## src/rtl/pwm_fader.sv

```systemverilog
// Breathing-LED duty generator: prescaled step pulses and a ramp-up / hold / ramp-down / hold
// duty envelope, intended to drive the step and duty inputs of the pwm block.
module pwm_fader #(
    parameter int N        = 8,
    parameter int PRESCALE = 1000,
    parameter int HOLD_W   = 8
) (
    input  logic              clk,
    input  logic              rst_n,
    input  logic              ena,
    input  logic [N-1:0]      inc,
    input  logic [15:0]       fade_div,
    input  logic [HOLD_W-1:0] hold_cycles,
    output logic              step,
    output logic [N-1:0]      duty,
    output logic [2:0]        state,
    output logic              peak,
    output logic              cycle_done
);

    localparam int PW = $clog2(PRESCALE);
    localparam logic [N-1:0]  MAX      = '1;
    localparam logic [N-1:0]  ONE      = {{(N-1){1'b0}}, 1'b1};
    localparam logic [PW-1:0] PRE_LAST = PW'(PRESCALE - 1);

    typedef enum logic [2:0] {
        IDLE      = 3'd0,
        RAMP_UP   = 3'd1,
        HOLD_HIGH = 3'd2,
        RAMP_DOWN = 3'd3,
        HOLD_LOW  = 3'd4
    } state_t;

    // Saturating step helpers: the duty word clamps at MAX going up and at 0 going down.
    function automatic logic [N-1:0] sat_add(input logic [N-1:0] a, input logic [N-1:0] b);
        logic [N:0] s;
        s = {1'b0, a} + {1'b0, b};
        return (s >= {1'b0, MAX}) ? MAX : s[N-1:0];
    endfunction

    function automatic logic [N-1:0] sat_sub(input logic [N-1:0] a, input logic [N-1:0] b);
        return (a <= b) ? '0 : a - b;
    endfunction

    state_t              state_q, state_n;
    logic [N-1:0]        duty_q, duty_n;
    logic [PW-1:0]       pre_cnt, pre_n;
    logic [15:0]         div_cnt, div_n;
    logic [HOLD_W-1:0]   hold_cnt, hold_n;
    logic                step_q, step_n;
    logic                peak_q, peak_n;
    logic                done_q, done_n;

    logic                tick, fade_tick;
    logic [15:0]         fdiv;
    logic [N-1:0]        inc_e;
    logic [N-1:0]        up_val, down_val;

    assign tick      = ena && (pre_cnt == PRE_LAST);
    assign fdiv      = (fade_div == 16'd0) ? 16'd1 : fade_div;
    assign fade_tick = tick && (div_cnt == fdiv - 16'd1);
    assign inc_e     = (inc == '0) ? ONE : inc;
    assign up_val    = sat_add(duty_q, inc_e);
    assign down_val  = sat_sub(duty_q, inc_e);

    always_comb begin
        state_n = state_q;
        duty_n  = duty_q;
        pre_n   = pre_cnt;
        div_n   = div_cnt;
        hold_n  = hold_cnt;
        step_n  = 1'b0;
        peak_n  = 1'b0;
        done_n  = 1'b0;

        if (!ena) begin
            state_n = IDLE;
            duty_n  = '0;
            pre_n   = '0;
            div_n   = '0;
            hold_n  = '0;
        end else begin
            case (state_q)
                IDLE: begin
                    // Counters stay at 0 so the first step lands exactly PRESCALE cycles later.
                    state_n = RAMP_UP;
                    duty_n  = '0;
                    pre_n   = '0;
                    div_n   = '0;
                    hold_n  = '0;
                end
                RAMP_UP, HOLD_HIGH, RAMP_DOWN, HOLD_LOW: begin
                    pre_n  = tick ? '0 : pre_cnt + PW'(1);
                    step_n = tick;
                    if (tick) div_n = fade_tick ? 16'd0 : div_cnt + 16'd1;
                    if (fade_tick) begin
                        case (state_q)
                            RAMP_UP: begin
                                duty_n = up_val;
                                if (up_val == MAX) begin
                                    state_n = HOLD_HIGH;
                                    hold_n  = '0;
                                    peak_n  = 1'b1;
                                end
                            end
                            RAMP_DOWN: begin
                                duty_n = down_val;
                                if (down_val == '0) begin
                                    state_n = HOLD_LOW;
                                    hold_n  = '0;
                                end
                            end
                            HOLD_HIGH, HOLD_LOW: begin
                                if (hold_cnt == hold_cycles) begin
                                    hold_n = '0;
                                    if (state_q == HOLD_HIGH) begin
                                        state_n = RAMP_DOWN;
                                    end else begin
                                        state_n = RAMP_UP;
                                        done_n  = 1'b1;
                                    end
                                end else begin
                                    hold_n = hold_cnt + HOLD_W'(1);
                                end
                            end
                            default: ;
                        endcase
                    end
                end
                default: begin
                    state_n = IDLE;
                    duty_n  = '0;
                    pre_n   = '0;
                    div_n   = '0;
                    hold_n  = '0;
                end
            endcase
        end
    end

    always_ff @(posedge clk) begin
        if (!rst_n) begin
            state_q  <= IDLE;
            duty_q   <= '0;
            pre_cnt  <= '0;
            div_cnt  <= '0;
            hold_cnt <= '0;
            step_q   <= 1'b0;
            peak_q   <= 1'b0;
            done_q   <= 1'b0;
        end else begin
            state_q  <= state_n;
            duty_q   <= duty_n;
            pre_cnt  <= pre_n;
            div_cnt  <= div_n;
            hold_cnt <= hold_n;
            step_q   <= step_n;
            peak_q   <= peak_n;
            done_q   <= done_n;
        end
    end

    assign step       = step_q;
    assign duty       = duty_q;
    assign state      = state_q;
    assign peak       = peak_q;
    assign cycle_done = done_q;

endmodule
```

## config.mk

```make
export PLATFORM = sky130hd
export DESIGN_NAME = pwm_fader
export DESIGN_NICKNAME = d
export VERILOG_FILES = /design/src/rtl/pwm_fader.sv
export SDC_FILE = /design/constraint.sdc
export NUM_CORES = 1
export LEC_CHECK = 0
export ABC_AREA = 1
export BUFFER_PORTS_ARGS = -buffer_cell sky130_fd_sc_hd__buf_2
export CAP_MARGIN = 5
export CORE_ASPECT_RATIO = 0.7
export CORE_MARGIN = 2
export CORE_UTILIZATION = 54
export DETAILED_ROUTE_END_ITERATION = 10
export GPL_TIMING_DRIVEN = 1
export PLACE_DENSITY = 0.74
export SLEW_MARGIN = 20
export SYNTH_ARGS = -nofsm -noshare
export SYNTH_HDL_FRONTEND = slang
export SYNTH_SLANG_ARGS = --single-unit
```

## constraint.sdc

```tcl
create_clock -name clk -period 3 [get_ports clk]
set_clock_uncertainty 0.15 [all_clocks]
set_input_delay 0.45 -clock clk [delete_from_list [all_inputs] [get_ports clk]]
set_output_delay 0.45 -clock clk [all_outputs]
set_load 0.005 [all_outputs]
```

==> metrics.csv <==
metric,value,unit
critical-path maximum fanout,6,
Skew-Pair Late Insertion Delay,0.31,ns
sequential-to-total area share from yosys stat,23.2,%
WL per Instance,13.8,um
hold depth,1,
GRT Util Overall,29.4,%
Worst setup EP type,flip-flop,
clk root buf,clkbuf_8,
Congestion Overflow GR,0,
Netlist cell types,40,
FP Rows,26,
#FFs+latches synth,48,
ranking of synthesized cells by area,"dfxtp_1 (23%), nand2_1 (15%), nor2_1 (8.8%), inv_1 (8.3%), nand3_1 (6.5%)",
Hold Worst Slack,0.310,ns
post-route cell area,0.00520,sq mm
CTS Buf Count,5,
Max Clk Rate,351,MHz
global-route wire length before repair,19600,um
pwr dens,269,mW/mm^2
Post-synth ARST share,0,%
nets,833,
commonest cells in the synthesized netlist,"nand2_1 (170), nor2_1 (97), inv_1 (92)",
critical path class,in -> reg,
YS warnings,0,
Die W,109,um
Placed Area,0.00486,sq mm
Slew HR,52.7,%
"slowest stage delay, CP",0.42,ns
CTS tree,done,
DRC,0,
CP Data Required Time,3.10,ns
vias in the first global route,4182,
Post-Route WL,12000,um
PortBufs,48,
met2 WL,4630,um
run status,"complete, no violations",
Syn Nets,729,
die height,77.3,um
Reg2Reg Depth,19,
Diodes inserted,0,
Leak,0.00250,uW
worst endpoint data arrival time,2.95,ns
max-cap violations,0,
top cell type by total area after synthesis,dfxtp_1,
layout cells sized above 1,23.2,%
die area,0.00840,sq mm
Area Overhead vs Synth,25.4,%
First-pass DRT Iterations,5,
R2R Setup Slk,0.38,ns
Initial Utilization,56.1,%
Slew Limit Fails,0,
clock transition at the registers of the reported paths,0.09,ns
nature of the critical path startpoint,input pin,
RD Place Congestion,0.980,
core area,0.00738,sq mm
largest net degree at the start of global routing,18,
met3 WL,1500,um
DP Wirelength,9640,um
CTS Buffer Depth,2,
met1 WL,5800,um
Most used DFF post-synth,dfxtp_1,
initial antenna violation count,0,
number of synthesized flops with an enable pin,0,
Gate Count Post-Synth,671,
Peak VDD IR,0.246,mV
Synth Area per Inst,6.18,sq um
most common cell in the synthesized netlist,nand2_1,
Final Hold Viols,0,
Vias,4695,
endpoints failing setup,0,
area share of the largest cell type after synthesis,23.2,%
HP Class,reg -> reg,
cell mode on critical path,nor2_1,
post-route ant nets,0,
Final Critical Period,2.85,ns
Sink Count,48,
Top Metal Used,met4,
CTS H-tree depth,2,
vias per cell,5.37,
Crit-path slowest cell,fa_2,
IO Count,49,
Slew @ Worst Pin,0.702,ns
fin crit share,95.1,%
Mapped Area,0.00415,sq mm
"Critical Path, Cell by Cell",buf_2 > inv_2 > a41o_1 > buf_4 > ha_4 > fa_2 > xor2_2 > nor3b_2 > nand3_1 > nor2_1 > nand2_1 > nand3_2 > nand2_4 > inv_4 > nand3_4 > inv_4 > nor2_1 > nor2_1,
DRT iter0 DRCs,398,
-- worst max-delay path, delay by kind of cell --
kind / cells / cell delay, ns
buffers and inverters: 5 / 0.45
XOR/XNOR: 1 / 0.17
AO/OA/AOI/OAI: 1 / 0.26
adder cells (fa/ha/maj): 2 / 0.58
AND/OR/NAND/NOR: 9 / 1.03
-- registers in the layout, summed over array words and instances, names as in the netlist --
name	cells
div_cnt	16
pre_cnt	10
duty	8
hold_cnt	8
state	3
cycle_done	1
peak	1
step	1
-- final cells by class --
cell class	instances	area, sq um
Fill cell	632	2180
Sequential cell	48	961
Clock inverter	2	35.0
Clock buffer	6	72.6
Tap cell	98	123
Inverter	97	369
Multi-Input combinational cell	515	2940
Timing Repair Buffer	108	703
-- per-stage QoR --
step | cells | setup slack (ns) | total power, uW | util, % | setup TNS [ns]
finish | 874 | 0.148 | 1400 | 70.4 | 0
global route | 874 | -0.00380 | 1460 | 70.4 | -0.00880
CTS | 872 | 0.00578 | 1390 | 67.8 | 0
detailed placement | 861 | -0.415 | 919 | 65.9 | -5.57
global placement | 861 | -0.223 | 914 | 65.9 | -3.14
floorplan | 671 | 0.0221 | 799 | - | 0
-- layer usage --
metal | vias up | GRT usage [%]
li1 | 2355 | -
met1 | 2084 | 45.5
met2 | 241 | 39.0
met3 | 15 | 10.2
met4 | 0 | 4.49
met5 | - | 0
-- where the power goes --
group	internal (uW)	switching [uW]	total [uW]	leakage, uW
clock network	248	223	471	0.0000552
registers	639	3.75	643	0.000387
logic	121	166	287	0.00206
-- cell usage in the layout, fill, tap and decap left out, drive strengths merged --
| cell | instances |
|---|---|
| xnor3 | 1 |
| nand4 | 28 |
| nand3b | 2 |
| ha | 21 |
| clkinv | 2 |
| o31a | 1 |
| buf | 108 |
| nor3 | 7 |
| inv | 96 |
| nor2 | 105 |
| a41o | 1 |
| xor2 | 20 |
| or2 | 7 |
| a21o | 1 |
| a31o | 2 |
| xnor2 | 15 |
| nor4 | 5 |
| clkbuf | 6 |
| nor3b | 8 |
| fa | 2 |
| o31ai | 1 |
| dfxtp | 48 |
| a21boi | 1 |
| bufinv | 1 |
| nand2 | 173 |
| o21ai | 26 |
| a21oi | 32 |
| nand3 | 56 |
-- logic make-up after synthesis --
family | count (synthesis) | synth area share, %
flip-flops | 48 | 23.2
XOR/XNOR | 36 | 7.94
adder cells (fa/ha/maj) | 23 | 7.30
AND/OR/NAND/NOR | 391 | 42.6
buffers and inverters | 108 | 10.4
AO/OA/AOI/OAI | 65 | 8.60
-- repair_timing --
item / 4_1_cts / 5_1_grt
endpoints found under the setup margin: 10 / 25
pin swaps: 4 / 18
hold buffers: 0 / 0
setup buffers: 3 / 3
gates resized for setup: 4 / 42
cloned: 0 / 0
-- path summary, 6_finish.rpt --
path,from,endpoint
max,inc[6],hold_cnt[2]
min,pre_cnt[0],pre_cnt[0]
max reg2reg,duty[0],hold_cnt[2]
min reg2reg,pre_cnt[0],pre_cnt[0]
(Power assumes the default switching activity.)
